[src/rtl/readout_pkg.sv]
// Shared types for the shift-register readout controller: FSM state encoding
// and the completed-frame counter width.
package readout_pkg;

    typedef enum logic [1:0] {
        IDLE  = 2'd0,
        SHIFT = 2'd1,
        LOAD  = 2'd2,
        DONE  = 2'd3
    } state_t;

    localparam int FRAME_CNT_W = 16;

endpackage

[src/rtl/shift_readout_ctrl.sv]
// Serial readout controller: streams WIDTH source bits into an external shift
// register, strobes its capture, then reports done. Optional underrun flag under
// macro SHIFT_READOUT_UNDERRUN_EN.
module shift_readout_ctrl
    import readout_pkg::*;
#(
    parameter int WIDTH = 512,
    parameter int CNT_W = $clog2(WIDTH + 1)
) (
    input  logic                   clk,
    input  logic                   reset_n,
    input  logic                   start,
    input  logic                   abort,
    input  logic                   src_valid,
    input  logic                   src_bit,
    output logic                   src_ready,
    output logic                   sr_shift_in,
    output logic                   sr_load,
    output logic                   busy,
    output logic                   done,
    output logic                   underrun,
    output logic [CNT_W-1:0]       bit_count,
    output logic [FRAME_CNT_W-1:0] frame_count
);

    state_t                 r_state;
    logic [CNT_W-1:0]       r_bit_count;
    logic [FRAME_CNT_W-1:0] r_frame_count;
    logic                   w_in_shift;
    logic                   w_last_bit;

    assign w_in_shift = (r_state == SHIFT);
    assign w_last_bit = (r_bit_count == CNT_W'(WIDTH - 1));

`ifdef SHIFT_READOUT_UNDERRUN_EN
    logic r_underrun;

    always_ff @(posedge clk) begin
        if (!reset_n) begin
            r_underrun <= 1'b0;
        end else if (r_state == IDLE && start && !abort) begin
            r_underrun <= 1'b0;
        end else if (w_in_shift && !abort && !src_valid) begin
            r_underrun <= 1'b1;
        end
    end

    assign underrun = (r_state == DONE) & r_underrun;
`else
    assign underrun = 1'b0;
`endif

    always_ff @(posedge clk) begin
        if (!reset_n) begin
            r_state       <= IDLE;
            r_bit_count   <= '0;
            r_frame_count <= '0;
        end else begin
            case (r_state)
                IDLE: begin
                    // abort outranks start, so a simultaneous pair is a no-op
                    if (start && !abort) begin
                        r_state     <= SHIFT;
                        r_bit_count <= '0;
                    end
                end
                SHIFT: begin
                    if (abort) begin
                        r_state <= IDLE;
                    end else begin
                        r_bit_count <= r_bit_count + CNT_W'(1);
                        if (w_last_bit) r_state <= LOAD;
                    end
                end
                LOAD: begin
                    r_state       <= DONE;
                    r_frame_count <= r_frame_count + FRAME_CNT_W'(1);
                end
                DONE: r_state <= IDLE;
                default: r_state <= IDLE;
            endcase
        end
    end

    // Missing source data is zero-filled rather than stalling the shift register.
    assign src_ready   = w_in_shift;
    assign sr_shift_in = w_in_shift & src_valid & src_bit;
    assign sr_load     = (r_state == LOAD);
    assign busy        = (r_state != IDLE);
    assign done        = (r_state == DONE);
    assign bit_count   = r_bit_count;
    assign frame_count = r_frame_count;

endmodule

[config.mk]
export PLATFORM = sky130hd
export DESIGN_NAME = shift_readout_ctrl
export DESIGN_NICKNAME = d
export VERILOG_FILES = /design/src/rtl/readout_pkg.sv /design/src/rtl/shift_readout_ctrl.sv
export SDC_FILE = /design/constraint.sdc
export NUM_CORES = 1
export LEC_CHECK = 0
export ABC_AREA = 1
export BUFFER_PORTS_ARGS = -buffer_cell sky130_fd_sc_hd__buf_2
export CAP_MARGIN = 20
export CORE_ASPECT_RATIO = 0.5
export CORE_MARGIN = 2
export CORE_UTILIZATION = 50
export DETAILED_ROUTE_END_ITERATION = 12
export GPL_ROUTABILITY_DRIVEN = 0
export GPL_TIMING_DRIVEN = 0
export PLACE_DENSITY = 0.76
export RECOVER_POWER = 50
export SLEW_MARGIN = 20
export SYNTH_ARGS = -nofsm -noshare
export SYNTH_HDL_FRONTEND = slang
export SYNTH_SLANG_ARGS = --single-unit
[constraint.sdc]
create_clock -name clk -period 1.8 [get_ports clk]
set_input_delay 0.36 -clock clk [delete_from_list [all_inputs] [get_ports clk]]
set_output_delay 0.36 -clock clk [all_outputs]
set_load 0.05 [all_outputs]
# --- Yosys cells after proc, flatten, opt, wreduce, memory -nomap -nowiden ---
# Index checks and enable logic that the tools add are counted.
op_classes:
  add_sub_neg: 2
  n_eq_ne: 7
  mux: 7
  bitwise: 2
  n_reduce_logical: 7
ops:
  columns: ["op", "count"]
  rows:
  - ["$mux W10", 2]
  - ["$pmux W10 S2", 1]
  - ["$add A16 B1 Y16 const B", 1]
  - ["$add A10 B1 Y10 const B", 1]
  - ["$eq A10 B9 Y1 const B", 1]
  - ["$pmux W2 S4", 1]
  - ["$mux W2", 3]
  - ["$eq A2 B2 Y1 const B", 2]
  - ["$ne A2 B2 Y1 const B", 2]
  - ["$reduce_bool A2 Y1", 2]
  - ["$ne A3 B2 Y1 const B", 1]
  - ["$reduce_and A3 Y1", 1]
  - ["$and A1 B1 Y1", 2]
  - ["$eq A2 B1 Y1 const B", 1]
  - ["$logic_not A2 Y1", 1]
  - ["$reduce_and A2 Y1", 1]
  - ["$logic_and A1 B1 Y1", 1]
  - ["$logic_not A1 Y1", 1]
word_totals:
  regBits: 28
  input_bits: 6
  out_inout_bits: 32
  wordCells: 28

# --- Logic depth before layout (Yosys ltp) ---
# Gate-level depths: netlist of the first run.
logic_depth:
  depth_word: 4
  depth_mapped: 9
  depth_no_buf: 9

# --- Worst setup path after synthesis of the first run ---
# OpenSTA, ideal clock, no wires.
synth_timing:
  path_kind: "flip-flop to flip-flop"
  from: "reg r_frame_count[0], in the netlist frame_count[0]"
  to: "reg r_frame_count[12], in the netlist frame_count[12]"
  setup_time_ns: 0.119
  arrival_ns: 1.601
  t_required_ns: 1.681
  slack_ns: 0.080
  stages_incl_launch_ff: 9
  path_buffers: 0
  synth_period_minus_slack_ns: 1.720
  cell_sequence: "dfxtp_1 > ha_1 > inv_1 > nor2_1 > nand2_1 > nor2_1 > nand2_1 > o21ai_0 > a21oi_1"
synth_via:
  elab_chain_cells: 1
synth_lines:
  columns: ["item", "line", "rtl"]
  rows:
  - ["from (decl)", "shift_readout_ctrl.sv:28", "logic [FRAME_CNT_W-1:0] r_frame_count;"]
  - ["from (signal assigned)", "shift_readout_ctrl.sv:77", "r_frame_count <= r_frame_count + FRAME_CNT_W'(1);"]
  - ["$add A16 B1 Y16", "shift_readout_ctrl.sv:77", null]
# Every way passes these cells.
# A chain may end at the register's enable or synchronous reset.

==> metrics.cfg, run 1 <==
[detailed_routing]
drc_errors=0
via_per_inst=4.93
dr.pass1.iters=4
vias=1440
initialDrtViolationCount=42
routedWlPerCell_microns=11.1
finalWirelength_mm=3.24
antenna_left=0

[yosys]
async_flop_share=0
synth_warnings=0
synth.top_cell.area_share=0.383
synth_edf_count=0
synthDistinctLibCells=28
netlist_top_cells_area=dfxtp_1 (38%), nand2_1 (12%), inv_1 (9.2%)
ys_seq_area_frac=0.383
syn_nets=224
synth_area_sq_um=1460
syn_area_per_cell_sq_um=6.77
synth_ff_type=dfxtp_1
synthCells=216
synth_seq_cells=28
synth_area_leader_cell=dfxtp_1

[final_layout]
fin_util=0.634
register_area_sq_um=562
layout_commonest_cell=nand2_1
multi_input_area_sq_um=736
nets=265
design_area_sq_um=1700
most-common-layout-cells=nand2_1 (47), inv_1 (36), nor2_1 (33)
diodes=0
drive_gt1_frac=0.145
fill_cells=277
area_delta_synth_final_pct=16.3

[sta]
setup_violations=0
period_share=0.940
worst_slew_pin_slew_ns=0.594
timing_hold_violations_final=0
slew_headroom=0.605
fmaxAchievable_ghz=0.591
period_needed_ns=1.69
fin_worst_skew_ns=0.00183
final.setup.tns_ns=0
rsz0062_at_grt=false
slew_violations=0

[cts]
cts_htree_levels=1
clock_sinks=28
clkSlewWorstSetupHoldPaths_ns=0.10
post-cts-setup-buffer-count=0
cts_buffers=3
cts_tree=done
cts_buffer_depth=2
clockRootBuffer=clkbuf_8
clock_latency_ns=0.27

[floorplanning]
die-height_microns=42.2
rows=13
core_area_sq_um=2680
die-area_sq_um=3400
fp.dieW_microns=80.5
pin_count=38
start_util=0.545

[place]
hpwl_mm=2.46
portBuffers=36
place_area_sq_um=1690

[global_routing]
grt_max_degree=15
grt.overflow.total=0
grt_pass1_wl_mm=5.26
grt_use_total=0.199
grt_pass1_vias=1209
antenna_found_initial=0

[setup_path]
critical_path.max_stage_delay_ns=0.56
cp_data_required_time_ns=1.44
worstPathArrival_ns=1.33
crit_chain=nand2_4 > inv_2 > buf_2
r2r_slack_ns=0.28
crit_end=sr_load
rr_worst_depth=6
r2r-end=frame_count[15]$_SDFFE_PN0P_
start_kind=register
path_class=reg -> out
critPathSlowestCell=dfxtp_1
cp_max_fo=6
end_kind=output pin

[power]
share_comb_of_total_power=0.095
clockPowerShare=0.322
switching_share=0.260
power.internal_mw=0.801
vdd_ir_drop_max_uv=428
p_switching_mw=0.281
power_density_nw_per_um2=636
p_leak_nw=0.784
p_seq_frac=0.582

[run_status]
status=complete, no violations

[hold_path]
hp-class=in -> reg

[flow_run]
drv_cap=0

worst min path at each step:
stage	startpoint	end	slack, ns	cells past startpoint
after CTS	reset_n	frame_count[3]$_SDFFE_PN0P_	0.36	3
after global routing	reset_n	frame_count[3]$_SDFFE_PN0P_	0.37	3
after floorplan	r_state[0]$_SDFFE_PN0P_	r_state[0]$_SDFFE_PN0P_	0.49	1
after detailed placement	frame_count[12]$_SDFFE_PN0P_	frame_count[12]$_SDFFE_PN0P_	0.47	2
final	reset_n	frame_count[3]$_SDFFE_PN0P_	0.36	3
after global placement	bit_count[7]$_SDFFE_PN0P_	bit_count[7]$_SDFFE_PN0P_	0.46	2
critical path, delay by kind of cell, from the launching register on:
family / cells / cell delay, ns
flops: 1 / 0.56
buf+inv: 2 / 0.38
simple gates: 1 / 0.12
registers in the layout (all words and copies together) (netlist names), named ones only:
register	cells
bit_count	10
frame_count	16
r_state	1
routing by layer:
metal | wire length, microns | share of wire | up-vias | global-route usage
met4 | 8 | 0.0025 | 0 | 0.0475
met2 | 1530 | 0.47 | 28 | 0.330
met1 | 1580 | 0.49 | 644 | 0.255
li1 | - | - | 765 | -
met3 | 126 | 0.039 | 3 | 0.0625
met5 | 0 | 0 | - | 0
area by class of cell:
| cell class | count | area share |
|---|---|---|
| repair buffers | 36 | 0.0949 |
| multi-input cells | 148 | 0.432 |
| flip-flops and latches | 28 | 0.330 |
| plain buffers | 2 | 0.00735 |
| inverters | 38 | 0.0838 |
| clock buffers | 3 | 0.0243 |
| well taps | 37 | 0.0272 |
kinds of logic after synthesis:
group                    count (synthesis)  share of synthesized area
other                                    1                    0.00256
adder cells (fa/ha/maj)                  2                     0.0171
AND/OR/NAND/NOR                        114                      0.371
XOR/XNOR                                 3                     0.0180
buffers and inverters                   40                      0.106
AO/OA/AOI/OAI                           28                      0.102
flip-flops                              28                      0.383
power groups by stage:
stage,combinational [mW],clock [mW],sequential [mW]
2_1_floorplan,0.0664,0,0.655
3_3_place_gp,0.102,0,0.644
3_5_place_dp,0.103,0,0.644
4_1_cts,0.103,0.356,0.629
5_1_grt,0.114,0.377,0.631
6_report,0.103,0.349,0.630
Yosys cell counts (2+ instances only):
cell / number
a21oi_1: 14
dfxtp_1: 28
ha_1: 2
inv_1: 36
nand2_1: 46
nand2_2: 5
nand3_1: 8
nand4_1: 7
nand4_2: 3
nor2_1: 32
nor2_2: 2
nor3_1: 6
o21ai_0: 10
o21bai_1: 2
xnor2_1: 2
timing repair:
item | CTS | global route
endpoints found under the setup margin | 0 | 1
hold buffers | 0 | 0
resized for setup | 0 | 2
metrics by stage:
step | hold slack [ns] | std cells | worst slack, ns | total power, mW
finish | 0.363 | 292 | 0.107 | 1.08
global route | 0.371 | 292 | 0.0442 | 1.12
CTS | 0.357 | 292 | 0.0317 | 1.09
detailed placement | 0.473 | 289 | 0.310 | 0.747
global placement | 0.461 | 289 | 0.333 | 0.745
floorplan | 0.486 | 216 | 0.0797 | 0.721
(Power assumes the default switching activity.)
==> run 2, diff against run 1 <==
==> constraint.sdc (replaced) <==
create_clock -name clk -period 2.1 [get_ports clk]
set_input_delay 0.42 -clock clk [delete_from_list [all_inputs] [get_ports clk]]
set_output_delay 0.42 -clock clk [all_outputs]
set_load 0.05 [all_outputs]
==> run 2 against run 1 <==
Critical path depth rose by 1. Sequential power decreased by 14%. Sequential cell count stayed put. Non-clock buffer count stayed put. Clock-buffer cell count is the same. Register-to-register slack improved by 0.21 ns. Worst hold slack gained 0.058 ns. Sequential share of layout area up 0.27 points. Die area unchanged. Worst setup slack better by 0.20 ns. Core utilization fell by 0.65 points. Via count is 1.1% lower.
==> metrics.cfg, run 2 (same netlist as run 1, synthesis figures left out) <==
[run_status]
status=complete, no violations

[sta]
fmaxAchievable_ghz=0.557
rsz0062_at_grt=false
fin_worst_skew_ns=0.00265
final.setup.tns_ns=0
worst_slew_pin_slew_ns=0.594
slew_headroom=0.605
worst_slack_ns=0.305
setup_violations=0
slew_violations=0
period_share=0.855
period_needed_ns=1.79
timing_hold_violations_final=0

[global_routing]
grt_pass1_wl_mm=5.26
grt_max_degree=15
grt_use_total=0.199
grt.overflow.total=0
antenna_found_initial=0
grt_pass1_vias=1209

[detailed_routing]
drc_errors=0
initialDrtViolationCount=53
highest-signal-layer=met4
dr.pass1.iters=4
antenna_left=0
routedWlPerCell_microns=11.0
wl_met3_microns=141
wl_met1_mm=1.58
wl_met2_mm=1.50
via_per_inst=4.88
vias=1424
finalWirelength_mm=3.23

[final_layout]
multi_input_area_sq_um=717
most-common-layout-cells=nand2_1 (49), inv_1 (37), nor2_1 (34)
stdcell_count=292
area_delta_synth_final_pct=15.1
drive_gt1_frac=0.137
register_area_sq_um=561
diodes=0
nets=265
layout_commonest_cell=nand2_1
largest_reg_flops=16
fill_cells=277

[setup_path]
r2r_slack_ns=0.49
path_class=reg -> out
worstPathArrival_ns=1.37
critical_path.top_delay_family=flip-flops
cp_max_fo=5
critical_path.max_stage_delay_ns=0.40
cp_num_buf_inv=2
startpoint=r_state[0]$_SDFFE_PN0P_
cp_data_required_time_ns=1.68
cp_num_cells=4
start_kind=register
rr_worst_depth=8
r2r-end=bit_count[8]$_SDFFE_PN0P_
crit_end=sr_shift_in
critPathSlowestCell=dfxtp_1
end_kind=output pin
crit_chain=inv_1 > nor2_4 > and3_1 > buf_2

[floorplanning]
rows=13
pin_count=38
core_area_sq_um=2680
die-height_microns=42.2
die-area_sq_um=3400
start_util=0.545
fp.dieW_microns=80.5

[place]
dp_cells=289
preCtsSetupSlack_ns=0.589
hpwl_mm=2.46
portBuffers=36

[cts]
cts_resized=0
cts_hold_buf=0
clock_sinks=28
cts_tree=done
cts_htree_levels=1
cts_buffer_depth=2
clkSlewWorstSetupHoldPaths_ns=0.09
clockRootBuffer=clkbuf_8
clock_latency_ns=0.28
post-cts-setup-buffer-count=0
cts_buffers=3

[flow_run]
drv_cap=0

[power]
p_leak_nw=0.791
total_power_mw=0.924
power_density_nw_per_um2=548
vdd_ir_drop_max_uv=367

[hold_path]
hp-class=in -> reg

==> run 2: cell count changes in the layout (fill, tap and decap cells not counted), sizes merged <==
| cell | previous run | this run |
|---|---|---|
| buf | 20 | 25 |
| clkbuf | 21 | 16 |
==> run 2: cell type report <==
type,instances,area share
Multi-Input combinational cell,148,0.426
Tap cell,37,0.0275
Buffer,2,0.00743
Inverter,38,0.0847
Sequential cell,28,0.333
Clock buffer,3,0.0245
Timing Repair Buffer,36,0.0973
==> run 2: worst min path at each step <==
stage,depth (start not counted),to,startpoint
3_3_place_gp,2,bit_count[7]$_SDFFE_PN0P_,bit_count[7]$_SDFFE_PN0P_
2_1_floorplan,1,r_state[0]$_SDFFE_PN0P_,r_state[0]$_SDFFE_PN0P_
5_1_grt,3,frame_count[3]$_SDFFE_PN0P_,reset_n
3_5_place_dp,2,frame_count[12]$_SDFFE_PN0P_,frame_count[12]$_SDFFE_PN0P_
6_report,3,frame_count[3]$_SDFFE_PN0P_,reset_n
4_1_cts,3,frame_count[3]$_SDFFE_PN0P_,reset_n
==> run 2: per-layer routing <==
metal  track usage  vias up
li1              -      764
met1         0.255      632
met2         0.330       25
met3        0.0625        3
met4        0.0475        0
met5             0        -
==> run 2: worst register-to-register path, cell delays in order, from the launching register on <==
cell	delay (ns)
dfxtp_1	0.54
nor2_1	0.12
nand2_1	0.14
nand2_2	0.10
nor3_1	0.38
nand2_2	0.09
nand2_1	0.08
nand2_1	0.04
nor2_1	0.07
==> run 2: power by group <==
part | internal [mW] | switching, mW
Sequential | 0.535 | 0.00466
Combinational | 0.0211 | 0.0638
Clock | 0.129 | 0.170
==> run 2: through the flow <==
step / utilization / hold slack, ns / cell area (sq um)
2_1_floorplan: - / 0.486 / 1460
3_3_place_gp: 0.629 / 0.461 / 1690
3_5_place_dp: 0.629 / 0.473 / 1690
4_1_cts: 0.645 / 0.417 / 1730
5_1_grt: 0.628 / 0.431 / 1680
6_report: 0.628 / 0.421 / 1680
